**src/rtl/bf16_dot_seq.sv**
```systemverilog
// bf16_dot_seq: BF16 dot-product sequencer driving an external pipelined FMA through NUM_ACC interleaved partial sums
module bf16_dot_seq #(
    parameter int LEN_W = 8,
    parameter int NUM_ACC = 4,
    localparam int TAG_W = $clog2(NUM_ACC)
) (
    input  logic             clk,
    input  logic             rst_n,
    input  logic             cmd_valid,
    output logic             cmd_ready,
    input  logic [LEN_W-1:0] cmd_len,
    input  logic [15:0]      cmd_init,
    input  logic             in_valid,
    output logic             in_ready,
    input  logic [15:0]      in_a,
    input  logic [15:0]      in_b,
    output logic             fma_req_valid,
    input  logic             fma_req_ready,
    output logic [15:0]      fma_op_a,
    output logic [15:0]      fma_op_b,
    output logic [15:0]      fma_op_c,
    output logic [TAG_W-1:0] fma_req_tag,
    input  logic             fma_rsp_valid,
    output logic             fma_rsp_ready,
    input  logic [15:0]      fma_rsp_result,
    input  logic [TAG_W-1:0] fma_rsp_tag,
    output logic             out_valid,
    input  logic             out_ready,
    output logic [15:0]      out_result,
    output logic             busy
);
    typedef enum logic [1:0] {S_IDLE, S_ACCUM, S_REDUCE, S_OUT} state_t;
    state_t             r_state, w_next;
    logic [15:0]        r_acc [NUM_ACC];
    logic [NUM_ACC-1:0] r_pend, w_set, w_clr;
    logic [LEN_W-1:0]   r_issued, r_len;
    logic [TAG_W-1:0]   r_j, w_lane;
    logic               w_fire, w_rsp, w_cmd, w_red;

    assign w_lane        = r_issued[TAG_W-1:0];
    assign w_red         = r_state == S_REDUCE;
    assign w_fire        = fma_req_valid & fma_req_ready;
    assign w_rsp         = fma_rsp_valid & r_pend[fma_rsp_tag];
    assign w_cmd         = cmd_valid & cmd_ready;
    assign w_set         = {{(NUM_ACC-1){1'b0}}, w_fire} << fma_req_tag;
    assign w_clr         = {{(NUM_ACC-1){1'b0}}, w_rsp} << fma_rsp_tag;
    assign cmd_ready     = rst_n & (r_state == S_IDLE);
    assign fma_rsp_ready = rst_n;
    assign in_ready      = (r_state == S_ACCUM) & w_fire;
    assign out_valid     = r_state == S_OUT;
    assign out_result    = out_valid ? r_acc[0] : 16'h0000;
    assign busy          = r_state != S_IDLE;
    // Reduction folds acc[j] into acc[0] as acc[j]*1.0 + acc[0]
    assign fma_op_a      = w_red ? r_acc[r_j] : in_a;
    assign fma_op_b      = w_red ? 16'h3F80 : in_b;
    assign fma_op_c      = w_red ? r_acc[0] : r_acc[w_lane];
    assign fma_req_tag   = w_red ? '0 : w_lane;
    assign fma_req_valid = ((r_state == S_ACCUM) & in_valid & ~r_pend[w_lane] & (r_issued != r_len))
                         | (w_red & (r_j != '0) & ~r_pend[0]);

    always_comb begin
        w_next = r_state;
        case (r_state)
            S_IDLE:   if (w_cmd) w_next = S_ACCUM;
            S_ACCUM:  if (r_issued == r_len && r_pend == '0) w_next = S_REDUCE;
            S_REDUCE: if (r_j == '0 && !r_pend[0]) w_next = S_OUT;
            S_OUT:    if (out_ready) w_next = S_IDLE;
            default:  w_next = S_IDLE;
        endcase
    end

    always_ff @(posedge clk or negedge rst_n) begin
        if (!rst_n) begin
            r_state  <= S_IDLE;
            r_pend   <= '0;
            r_issued <= '0;
            r_len    <= '0;
            r_j      <= '0;
            for (int i = 0; i < NUM_ACC; i++) r_acc[i] <= 16'h0000;
        end else begin
            r_state <= w_next;
            r_pend  <= (r_pend & ~w_clr) | w_set;
            if (w_rsp) r_acc[fma_rsp_tag] <= fma_rsp_result;
            if (w_fire && r_state == S_ACCUM) r_issued <= r_issued + 1'b1;
            // r_j wraps to 0 after the last partial is issued, marking reduction done
            if (w_fire && w_red) r_j <= r_j + 1'b1;
            if (w_cmd) begin
                r_len    <= cmd_len;
                r_issued <= '0;
                r_j      <= TAG_W'(1);
                for (int i = 0; i < NUM_ACC; i++) r_acc[i] <= (i == 0) ? cmd_init : 16'h0000;
            end
        end
    end
endmodule
```
**config.mk**
```make
export PLATFORM = sky130hd
export DESIGN_NAME = bf16_dot_seq
export DESIGN_NICKNAME = d
export VERILOG_FILES = /design/src/rtl/bf16_dot_seq.sv
export SDC_FILE = /design/constraint.sdc
export NUM_CORES = 1
export LEC_CHECK = 0
export ABC_CLOCK_PERIOD_IN_PS = 6070
export BUFFER_PORTS_ARGS = -buffer_cell sky130_fd_sc_hd__buf_2
export CAP_MARGIN = 20
export CORE_AREA = 2 2 128 117
export CTS_CLUSTER_SIZE = 28
export DETAILED_ROUTE_END_ITERATION = 16
export DIE_AREA = 0 0 130 119
export SLEW_MARGIN = 30
export SYNTH_ARGS = -nofsm -noshare
export SYNTH_HDL_FRONTEND = slang
export SYNTH_SLANG_ARGS = --single-unit
```
**constraint.sdc**
```tcl
create_clock -name clk -period 6.07 [get_ports clk]
set_clock_uncertainty 0.2 [all_clocks]
set_input_delay 1.821 -clock clk [delete_from_list [all_inputs] [get_ports clk]]
set_output_delay 1.821 -clock clk [all_outputs]
set_load 0.02 [all_outputs]
```
== Word level (Yosys, flattened, before mapping) ==
Index checks and enable logic that the tools add are counted.
W data, S select, Z words.
Cells by class
  bitwise logic cells: 19
  eq/ne operators: 9
  shifts and indexed selects: 2
  multiplexer cells: 29
  reductions and logical operators: 15
  magnitude comparators: 6
  $add $sub $neg: 2
Operators with widths (number)
  $mux W16: 9
  $mux W64: 2
  $bmux W16 S2: 2
  $bwmux W64: 1
  $demux W16 S2: 1
  $mux W8: 2
  $mux W2: 7
  $and A1 B1 Y1: 10
  $reduce_bool A2 Y1: 5
  $ge A3 B3 Y1 const B: 3
  $not A2 Y3: 3
  $add A8 B1 Y8 const B: 1
  $eq A8 B8 Y1: 1
  $ne A8 B8 Y1: 1
  $pmux W2 S4: 1
  $shl A1 B2 Y4: 2
  $lt A2 B3 Y1 const B: 2
  $ne A2 B1 Y1 const B: 3
  $logic_and A1 B1 Y1: 5
  $and A4 B4 Y4: 1
  $bmux W1 S2: 2
  $eq A2 B2 Y1 const B: 2
  $logic_not A2 Y1: 2
  $logic_not A4 Y1: 1
  other kinds (11): 13
Storage, ports and cells
  logic and storage cells: 91
  input bits: 81
  register bits: 88
  output and inout port bits: 72

== Longest topological paths before layout ==
Gate-level depths: netlist of the first run.
  depth in word-level cells: 10
  gate-level depth with buffers: 9
  mapped depth without buffers: 7

== Worst setup path after synthesis of the first run ==
No wires, ideal clock.
  path kind: input-to-output
  start point: input in_valid
  end point: output fma_req_valid
  slack: 1463 ps
  data required time: 4049 ps
  arrival time: 2586 ps
  stages: 5
  path buffers: 0
  cell sequence: nand3_1 -> o22ai_4 -> o21ai_1 -> and2_1 -> inv_1
Between the ends
  cells in the longest elaborated chain, start to end: 4
Ends and longest elaborated chain
  from (decl): line 13  | input logic in_valid,
  $and A1 B1 Y1 (3 in series): line 58  | assign fma_req_valid = ((r_state == S_ACCUM) & in_valid & ~r_pend[w_lane] & (r_issued != r_len))
  $or A1 B1 Y1: line 59  | | (w_red & (r_j != '0) & ~r_pend[0]);
  to (decl): line 17  | output logic fma_req_valid,
No other way between the ends.

== Worst setup path in the final report of the first run ==
Ends and elaborated chain as after synthesis.

==> reports/qor.txt, run 1 <==
Clk network pwr share - 0.181
Reg clk slew, reported paths - 0.07 ns
Longest Clk Path Bufs - 2
Post-synth ARST share - 1.00
Slew Limit Fails - 0
Setup TNS - 0 ns
DRC Markers - 0
Post-DRT Antenna Nets - 0
Max-cap check violation count - 0
Crit start category - primary input
Via count - 5010
Largest family of logic cells by synthesized area - simple AND/OR/NAND/NOR gates
Most used flip-flop cell after synthesis - dfrtp_1
Leading area contributor after synthesis - dfrtp_1
Largest net degree at the start of global routing - 62
Min Clock Period, post-route - 4.86 ns
Drt via density - 5.34
Routed len/inst - 17.6 um
Most used cell, CP - buf_2
Share of the yosys chip area belonging to registers - 0.398
N_diodes - 0
Num CTS Buffers - 9
Worst ir drop on vdd - 0.000223 V
Post-Syn Area per Cell - 9.08 sq um
Post-CTS sizing - 0
Setup WS pre-CTS - 1.21 ns
Worst setup EP type - output port
Synthesized area - 5540 sq um
Area share of and/or/nand/nor cells after synthesis - 0.205
I/O Buffers - 152
Most frequent cells in the layout - nand2_1, buf_2, dfrtp_1, a21oi_1, o21ai_0
Io pins - 153
Die W - 130 um
Final worst-path cycle share - 0.801
Yosys cell types - 43
Top cell type's share of synthesized area - 0.398
Clock latency on the worst-skew pair - 0.35 ns
Post-DP HPWL - 10.8 mm
Gr ovfl total - 0
Final Hold Vio Count - 0
Flip-flop and latch count after synthesis - 88
Drt initial violations - 322
Synthesized Nets - 697
Setup-failing EPs final - 0
Post-CTS Setup Bufs - 0
Max H-tree Level - 3
Area Growth Syn to Fin - 22.1%
Initial antenna violation count - 0
Synth Instances - 610
Peak Freq - 206 MHz
Critical path type - in -> out
Power density cells - 465 nW/um^2
RSZ-0062 raised after global routing - no
Synth Area in Compound Gates - 0.146
Row cnt - 42
CTS tree - yes
DIE HEIGHT - 119 um
DRT Pass-1 Iters - 5
Adder and majority gate portion of the synthesized area - 0.0136
Multiplexer share of the synthesized area - 0.179
Worst Max-Slew Pin Slew - 0.986 ns
Core Area - 14300 sq um
Root Buffer - clkbuf_16
Slowest cell on the critical path - o22ai_4
Outcome - finished clean
Die area - 15500 sq um
Xor-xnor portion of the synthesized cell area - 0.0160
Post-CTS Hold Fix Bufs - 0
Total track usage - 0.217
Fin nets - 823
Placer Congestion - 0.812
Clk sinks - 88
Initial Util - 0.386
CP peak stage delay - 0.22 ns
Final wirelength - 16.5 mm
Most common cell after layout, fill and taps aside - nand2_1
Number of synthesized flops with an enable pin - 0
Number of global-route vias before repair - 4942
Combinational Power Share - 0.509
PnR worst setup slack - 1.21 ns
Layout cell share with drive strength beyond 1 - 0.340
CP required - 4.05 ns
Max FO, Critical Path - 5
Yosys warnings - 0
Pleak - 3.07 nW
Hold Crit Class - reg -> reg
Main area contributors after synthesis - dfrtp_1, nand2_1, mux2_2
First-pass GRT wire length - 26.0 mm
Sw frac - 0.444
Sequential power share - 0.311
Int Pwr - 0.00175 W
NetSw - 0.00139 W
CP Cell Sequence - buf_2, nand3_1, o22ai_4, o21ai_1, and2_1, inv_1, buf_2
Slew headroom - 0.343
Worst path arrival time - 2.84 ns
logic make-up after synthesis:
group                    after synthesis
AO/OA/AOI/OAI                        138
XOR/XNOR                               8
adder cells (fa/ha/maj)                6
buffers and inverters                 55
flip-flops                            88
multiplexers                          74
AND/OR/NAND/NOR                      241
synthesized netlist by cell type (2+ instances only):
cell type / n
nand2_1: 152
nand4_1: 3
nand3b_1: 3
clkbuf_1: 31
inv_1: 8
and3_1: 5
and2_1: 18
o21ai_1: 3
buf_1: 4
o21ai_0: 41
ha_1: 6
a211oi_1: 2
mux2_2: 33
buf_4: 3
a21oi_1: 68
mux4_2: 16
xnor2_1: 7
dfrtp_1: 88
a22oi_1: 16
mux2_4: 2
buf_2: 7
nor2b_1: 28
nor2_1: 5
mux2i_1: 23
a2111o_1: 2
nand3_1: 9
or2_2: 11
flip-flops by register name, indices dropped and copies added, names as in the netlist:
| signal | cells |
|---|---|
| r_pend | 4 |
| r_issued | 8 |
| r_len | 8 |
| r_acc | 64 |
| r_j | 2 |
| r_state | 2 |
per-layer routing:
metal  vias to the layer above  global-route usage  routed length [um]
li1                       2367                   -                   -
met1                      2417               0.301                7610
met2                       207               0.349                7670
met3                        19              0.0508                1080
met4                         0              0.0457                 163
met5                         -                   0                   0
power groups by stage:
| stage | registers [W] | clock network, W | logic [W] |
|---|---|---|---|
| detailed placement | 0.000980 | 0 | 0.00160 |
| CTS | 0.000970 | 0.000582 | 0.00161 |
| global placement | 0.000962 | 0 | 0.00158 |
| floorplan | 0.000869 | 0 | 0.00120 |
| finish | 0.000976 | 0.000567 | 0.00160 |
| global route | 0.000999 | 0.000605 | 0.00175 |
final timing paths:
kind	start	to	slack, ns	cells past startpoint
setup / recovery	in_valid	fma_req_valid	1.21	7
hold / removal	r_len[3]	r_len[3]	0.30	2
setup reg to reg	r_state[0]	r_issued[4]	3.26	7
hold reg to reg	r_len[3]	r_len[3]	0.30	2
max in group asynchronous	rst_n	r_issued[0]	3.32	2
min in group asynchronous	rst_n	r_state[0]	1.20	1
final cells by class:
cell class	instances	area [sq um]
Fill cell	1411	7590
Multi-Input combinational cell	467	3130
Sequential cell	88	2200
Timing Repair Buffer	162	850
Tap cell	198	248
Clock buffer	10	239
Clock inverter	6	58.8
Inverter	8	30.0
metrics by stage:
step | power, W | instances | utilization | hold slack [ns] | cell area, sq um
after floorplan | 0.00206 | 610 | - | 0.267 | 5540
after global placement | 0.00254 | 921 | 0.447 | 0.286 | 6420
after detailed placement | 0.00258 | 922 | 0.449 | 0.287 | 6440
after CTS | 0.00317 | 938 | 0.470 | 0.302 | 6740
after global routing | 0.00335 | 939 | 0.471 | 0.337 | 6760
final | 0.00314 | 939 | 0.471 | 0.297 | 6760
worst max-delay path: cells and delay by family:
family	cells	cell delay [ns]
buffers and inverters	3	0.31
AO/OA/AOI/OAI	2	0.38
AND/OR/NAND/NOR	2	0.33
Note: power is estimated with default switching activity, not from simulation.
==> run 2: changes to the inputs <==
--- a/config.mk
+++ b/config.mk
@@ -5,13 +5,14 @@
 export SDC_FILE = /design/constraint.sdc
 export NUM_CORES = 1
 export LEC_CHECK = 0
-export ABC_CLOCK_PERIOD_IN_PS = 6070
+export ABC_AREA = 1
+export ABC_CLOCK_PERIOD_IN_PS = 4130
 export BUFFER_PORTS_ARGS = -buffer_cell sky130_fd_sc_hd__buf_2
 export CAP_MARGIN = 20
-export CORE_AREA = 2 2 128 117
+export CORE_AREA = 2 2 130 120
 export CTS_CLUSTER_SIZE = 28
 export DETAILED_ROUTE_END_ITERATION = 16
-export DIE_AREA = 0 0 130 119
+export DIE_AREA = 0 0 132 122
 export SLEW_MARGIN = 30
 export SYNTH_ARGS = -nofsm -noshare
 export SYNTH_HDL_FRONTEND = slang
==> constraint.sdc (replaced) <==
create_clock -name clk -period 4.13 [get_ports clk]
set_clock_uncertainty 0.2 [all_clocks]
set_input_delay 1.239 -clock clk [delete_from_list [all_inputs] [get_ports clk]]
set_output_delay 1.239 -clock clk [all_outputs]
set_load 0.02 [all_outputs]
==> run 2 against run 1 <==
Compared with the run above:
- final area increased by 4.1%
- register-to-register slack worse by 1.4 ns
- global-route usage up 1.7 points
- utilization up 0.096 points
- via count up 21%
- critical path depth is 1 higher
- final cell count is 30% higher
==> reports/qor.txt, run 2 <==
Synthesized area - 5790 sq um (+4.6%)
Die area - 16100 sq um (+4.1%)
Max-cap check violation count - 0 (unchanged)
Fin nets - 1098 (+33%)
Number of synthesized flops with an enable pin - 0 (unchanged)
DIE HEIGHT - 122 um (+2.5%)
Largest net degree at the start of global routing - 66 (+6.5%)
Final worst-path cycle share - 0.865
Share of the yosys chip area belonging to registers - 0.380 (-0.0175)
Flip-flop and latch count after synthesis - 88 (unchanged)
Routed len/inst - 15.3 um (-13%)
Die W - 132 um (+1.5%)
Area post-placement - 6710 sq um (+4.1%)
RSZ-0062 raised after global routing - no
Number of global-route vias before repair - 5504 (+11%)
DRT Pass-1 Iters - 5 (unchanged)
DRC Markers - 0 (unchanged)
Total track usage - 0.235 (+0.0175)
Most used cell, CP - buf_2
Placer Congestion - 0.858 (+5.8%)
Worst setup EP type - output port
Io pins - 153 (unchanged)
Clk sinks - 88 (unchanged)
Biggest regs - r_acc (64), r_issued (8), r_len (8)
Post-CTS Hold Fix Bufs - 0 (unchanged)
Num CTS Buffers - 9 (unchanged)
Area Growth Syn to Fin - 21.5%
First-pass GRT wire length - 29.8 mm (+15%)
Worst R2R Path Depth - 10 (+3)
Max FO, Critical Path - 10 (+5)
Final Core Density - 0.472 (+0.000956)
Final wirelength - 18.6 mm (+12%)
Top Family by Delay on Critical Path - simple AND/OR/NAND/NOR gates
Gr ovfl total - 0 (unchanged)
Outcome - finished clean
Min Clock Period, post-route - 3.57 ns
Main area contributors after synthesis - dfrtp_1, nand2_1, inv_1
Longest Clk Path Bufs - 2 (unchanged)
Synthesized Nets - 970 (+39%)
CP Cell Sequence - buf_2, nand3_1, nor2_1, nand2_1, nand2_2, nand3_2, inv_1, buf_2
Slew headroom - 0.415 (+0.0721)
WP depth - 8 (+1)
Worst path arrival time - 2.13 ns (-0.71 ns)
Layout cell share with drive strength beyond 1 - 0.207 (-0.133)
Slew Limit Fails - 0 (unchanged)
Drt initial violations - 542 (+68%)
Drt via density - 5.00 (-6.3%)
Clock latency on the worst-skew pair - 0.35 ns (about the same)
Count leader, synth - nand2_1
FF-to-FF setup slack - 1.87 ns (-1.39 ns)
Initial Util - 0.389 (+0.00271)
Via count - 6086 (+21%)
Max H-tree Level - 3 (unchanged)
Post-CTS sizing - 0 (unchanged)
Top cell type's share of synthesized area - 0.380 (-0.0175)
Post-synth ARST share - 1.00 (unchanged)
Final Hold Vio Count - 0 (unchanged)
Worst ir drop on vdd - 0.000270 V (+21%)
Critical path type - in -> out
Post-DRT Antenna Nets - 0 (unchanged)
RR Endpoint - r_acc[53]
Yosys warnings - 0 (unchanged)
Most common cell after layout, fill and taps aside - nand2_1
Setup crit start - in_valid
Most used flip-flop cell after synthesis - dfrtp_1
Sequential cell area - 2200 sq um (unchanged)
Reg clk slew, reported paths - 0.07 ns (about the same)
Post-CTS Setup Bufs - 0 (unchanged)
Root Buffer - clkbuf_16
Multi-input logic area - 2880 sq um (-8.0%)
CP required - 2.69 ns (-1.36 ns)
Power density cells - 691 nW/um^2 (+49%)
Crit start category - primary input
Leading area contributor after synthesis - dfrtp_1
N_diodes - 0 (unchanged)
Fill count - 1575 (+12%)
Pleak - 4.01 nW (+31%)
CTS tree - yes
Setup-failing EPs final - 0 (unchanged)
Setup TNS - 0 ns (unchanged)
Synth Instances - 883 (+45%)
Hold depth - 2 (unchanged)
Row cnt - 43 (+2.4%)
CP peak stage delay - 0.23 ns (about the same)
Most frequent cells in the layout - nand2_1, buf_2, inv_1, dfrtp_1, o21ai_0
I/O Buffers - 152 (unchanged)
Slowest cell on the critical path - nand3_2
Max reg flops - 64 (unchanged)
Finished Cell Area - 7030 sq um (+4.1%)
Peak Freq - 280 MHz
Worst Max-Slew Pin Slew - 0.878 ns (-0.108 ns)
Crit path to - in_ready
Sum of buffers and inverters on the critical path - 3 (unchanged)
Post-Syn Area per Cell - 6.56 sq um (-28%)
Initial antenna violation count - 0 (unchanged)
Hold Crit Class - reg -> reg
Largest Register - r_acc
Critical R2R Launch - r_state[0]
Post-DP HPWL - 13.5 mm (+25%)
Yosys cell types - 31 (-28%)
Core Area - 14900 sq um (+3.9%)
Top cells by count, synth - nand2_1, inv_1, dfrtp_1
Worst hold margin - 0.292 ns (-0.00552 ns)
[run 2: cell families (layout without fill, tap and decap cells)]
logic type	Yosys count	after routing	share of synthesized area
compound gates	160	160	0.152
fa+ha+maj	6	6	0.0130
flops	88	88	0.380
xor+xnor	8	8	0.0121
simple gates	442	442	0.318
buf+inv	179	312	0.124
[run 2: layer usage]
metal / global-route usage / wire length (um) / vias to the layer above
li1: - / - / 3060
met1: 0.330 / 9000 / 2797
met2: 0.364 / 8000 / 199
met3: 0.0516 / 1230 / 30
met4: 0.0693 / 352 / 0
met5: 0 / 0 / -
[run 2: cell type report]
type | count | area share
clock buffers | 9 | 0.0320
clock inverters | 7 | 0.0144
inverters | 126 | 0.0672
multi-input cells | 616 | 0.409
flip-flops and latches | 88 | 0.313
well taps | 202 | 0.0359
repair buffers | 170 | 0.128
[run 2: worst min-delay path by stage]
| stage | startpoint | endpoint | slack (ns) |
|---|---|---|---|
| after floorplan | r_pend[3] | r_pend[3] | 0.25 |
| after global placement | r_pend[3] | r_pend[3] | 0.27 |
| after detailed placement | r_pend[3] | r_pend[3] | 0.27 |
| after CTS | r_pend[3] | r_pend[3] | 0.29 |
| after global routing | r_acc[47] | r_acc[47] | 0.33 |
| final | r_pend[3] | r_pend[3] | 0.29 |
[run 2: stage by stage]
stage | total power [W] | instances | setup WS (ns)
global placement | 0.00393 | 1202 | 0.560
CTS | 0.00487 | 1218 | 0.556
floorplan | 0.00312 | 883 | 0.723
finish | 0.00486 | 1218 | 0.557
detailed placement | 0.00395 | 1202 | 0.560
global route | 0.00525 | 1218 | 0.361
[run 2: worst register-to-register path, delay by kind of cell, from the launching register on]
family                   cells  cell delay [ns]
flip-flops                   1             0.41
adder cells (fa/ha/maj)      1             0.25
AND/OR/NAND/NOR              5             0.53
AO/OA/AOI/OAI                1             0.20
buffers and inverters        3             0.59
[run 2: report_power, final]
group | switching (W) | internal [W] | leakage (nW) | total (W)
registers | 0.000309 | 0.00118 | 1.17 | 0.00148
clock network | 0.000372 | 0.000538 | 0.158 | 0.000910
logic | 0.00166 | 0.000806 | 2.69 | 0.00246
==> run 3: changes to the inputs <==
--- a/config.mk
+++ b/config.mk
@@ -5,14 +5,14 @@
 export SDC_FILE = /design/constraint.sdc
 export NUM_CORES = 1
 export LEC_CHECK = 0
-export ABC_AREA = 1
 export ABC_CLOCK_PERIOD_IN_PS = 4130
 export BUFFER_PORTS_ARGS = -buffer_cell sky130_fd_sc_hd__buf_2
 export CAP_MARGIN = 20
-export CORE_AREA = 2 2 130 120
+export CORE_AREA = 2 2 128 117
 export CTS_CLUSTER_SIZE = 28
 export DETAILED_ROUTE_END_ITERATION = 16
-export DIE_AREA = 0 0 132 122
+export DIE_AREA = 0 0 130 119
+export PLACE_DENSITY = 0.65
 export SLEW_MARGIN = 30
 export SYNTH_ARGS = -nofsm -noshare
 export SYNTH_HDL_FRONTEND = slang
==> run 3 against run 2 <==
Compared with the run above:
- register-to-register slack lost 0.07 ns
- combinational power shrank 2%
- clock power shrank 16%
- utilization shrank 0.14 points
- die area shrank 3.9%
- non-clock buffer count shrank 3
- critical path type is now reg -> out
- largest cell class unchanged
- highest routed layer unchanged
==> reports/qor.txt, run 3 (synthesis gave the netlist of run 1 again) <==
I/O Buffers - 152 (unchanged)
Final worst-path cycle share - 0.915 (+0.0495)
Most common cell after layout, fill and taps aside - nand2_1
Combinational Power Share - 0.532 (+0.025)
Final wirelength - 15.7 mm (-16%)
Power density cells - 672 nW/um^2 (-2.7%)
Die W - 130 um (-1.5%)
Crit start category - flip-flop
Initial antenna violation count - 1 (+1)
Layout cell share with drive strength beyond 1 - 0.345 (+0.138)
Slew Limit Fails - 0 (unchanged)
Min Clock Period, post-route - 3.78 ns (+0.204 ns)
Clk sinks - 88 (unchanged)
Fin nets - 828 (-25%)
Max H-tree Level - 3 (unchanged)
Die area - 15500 sq um (-3.9%)
Sequential power share - 0.301 (-0.004)
Routed len/inst - 16.6 um (+8.9%)
DRC Markers - 0 (unchanged)
Setup-failing EPs final - 0 (unchanged)
Slowest cell on the critical path - dfrtp_2
GR Layer Usage met1 - 0.290 (-0.0395)
Worst path arrival time - 2.34 ns (+0.21 ns)
Largest Register - r_acc
Max-cap check violation count - 0 (unchanged)
Number of global-route vias before repair - 4533 (-18%)
Setup TNS - 0 ns (unchanged)
Initial Util - 0.386 (-0.00271)
Area Growth Syn to Fin - 21.9%
CTS tree - yes
CP peak stage delay - 0.67 ns (+0.44 ns)
Biggest regs - r_acc (64), r_issued (8), r_len (8)
Pleak - 3.07 nW (-24%)
Post-DP HPWL - 10.4 mm (-23%)
Core Area - 14300 sq um (-3.7%)
Worst Max-Slew Pin Slew - 0.940 ns (+0.0624 ns)
Final Hold Vio Count - 0 (unchanged)
Most used routing layer - met2
Post-CTS sizing - 0 (unchanged)
Worst ir drop on vdd - 0.000304 V (+12%)
Post-CTS Setup Bufs - 0 (unchanged)
CP Cell Sequence - nor2b_2, buf_4, a21oi_1, o21ai_0, buf_2
Int Pwr - 0.00252 W (about the same)
Peak Freq - 265 MHz (-5.4%)
Fill count - 1415 (-10%)
Post-DRT Antenna Nets - 0 (unchanged)
First-pass GRT wire length - 24.2 mm (-19%)
Row cnt - 42 (-2.3%)
Post-CTS Hold Fix Bufs - 0 (unchanged)
Clock latency on the worst-skew pair - 0.34 ns (about the same)
Sum of buffers and inverters on the critical path - 2 (-1)
Multi-input logic area - 3120 sq um (+8.3%)
DRT Pass-1 Iters - 5 (unchanged)
Hold Crit Class - reg -> reg
Sw frac - 0.444 (-0.0372)
Num CTS Buffers - 9 (unchanged)
Longest Clk Path Bufs - 2 (unchanged)
Drt via density - 5.21 (+4.4%)
Max reg flops - 64 (unchanged)
Area post-placement - 6460 sq um (-3.7%)
Sequential cell area - 2200 sq um (unchanged)
DIE HEIGHT - 119 um (-2.5%)
Root Buffer - clkbuf_16
Critical path type - reg -> out
Met2 Use GR - 0.320 (-0.0442)
Drt initial violations - 290 (-46%)
Finished Cell Area - 6750 sq um (-4.0%)
Met3 Track Usage GR - 0.0494 (-0.00219)
CP required - 2.69 ns (about the same)
Total track usage - 0.204 (-0.0310)
Worst hold margin - 0.293 ns (+0.00181 ns)
Reg clk slew, reported paths - 0.07 ns (about the same)
Most frequent cells in the layout - nand2_1, buf_2, dfrtp_1, a21oi_1, o21ai_0
Worst setup EP type - output port
Gr ovfl total - 0 (unchanged)
RSZ-0062 raised after global routing - no
Slew headroom - 0.372 (-0.0435)
Top Family by Delay on Critical Path - flip-flops
Outcome - finished clean
Clk network pwr share - 0.168 (-0.019)
Max FO, Critical Path - 18 (+8)
Final Core Density - 0.471 (-0.00139)
Via count - 4928 (-19%)
Io pins - 153 (unchanged)
NetSw - 0.00202 W (-14%)
Placer Congestion - 0.797 (-7.2%)
Largest net degree at the start of global routing - 61 (-7.6%)
run 3: tightest hold or removal path: stages (launching register included):
cell and delay, ns:
dfrtp_1 0.36, nand2_1 0.05, nand2_1 0.05
run 3: per-layer routing:
| layer | vias up | part of all wire |
|---|---|---|
| li1 | 2376 | - |
| met1 | 2344 | 0.47 |
| met2 | 199 | 0.46 |
| met3 | 9 | 0.067 |
| met4 | 0 | 0.0062 |
| met5 | - | 0 |
run 3: metrics by stage:
| step | total power (W) | cells | worst slack, ns |
|---|---|---|---|
| floorplan | 0.00303 | 610 | 0.687 |
| global placement | 0.00376 | 927 | 0.458 |
| detailed placement | 0.00378 | 927 | 0.432 |
| CTS | 0.00456 | 943 | 0.314 |
| global route | 0.00484 | 944 | 0.214 |
| finish | 0.00454 | 945 | 0.353 |
run 3: cell type report:
type                            instances  share of cell area
Multi-Input combinational cell        467               0.462
Sequential cell                        88               0.326
Timing Repair Buffer                  167               0.130
Tap cell                              198              0.0367
Clock buffer                           10              0.0354
Clock inverter                          6             0.00519
Inverter                                8             0.00445
Antenna cell                            1            0.000371
run 3: worst paths after layout:
kind                        startpoint     endpoint  slack, ns  depth (start not counted)
min reg2reg                   r_len[2]     r_len[2]       0.29                          2
min in group asynchronous        rst_n   r_state[0]       0.49                          1
max                        r_issued[0]  fma_op_c[9]       0.35                          5
min                           r_len[2]     r_len[2]       0.29                          2
max in group asynchronous        rst_n  r_issued[0]       1.84                          3
max reg2reg                 r_state[1]  r_issued[7]       1.80                          7
run 3: power by group through the flow:
stage / Clock (W) / Combinational, W / Sequential [W]
floorplan: 0 / 0.00176 / 0.00128
global placement: 0 / 0.00239 / 0.00137
detailed placement: 0 / 0.00240 / 0.00137
CTS: 0.000781 / 0.00241 / 0.00136
global route: 0.000821 / 0.00262 / 0.00140
finish: 0.000761 / 0.00241 / 0.00136
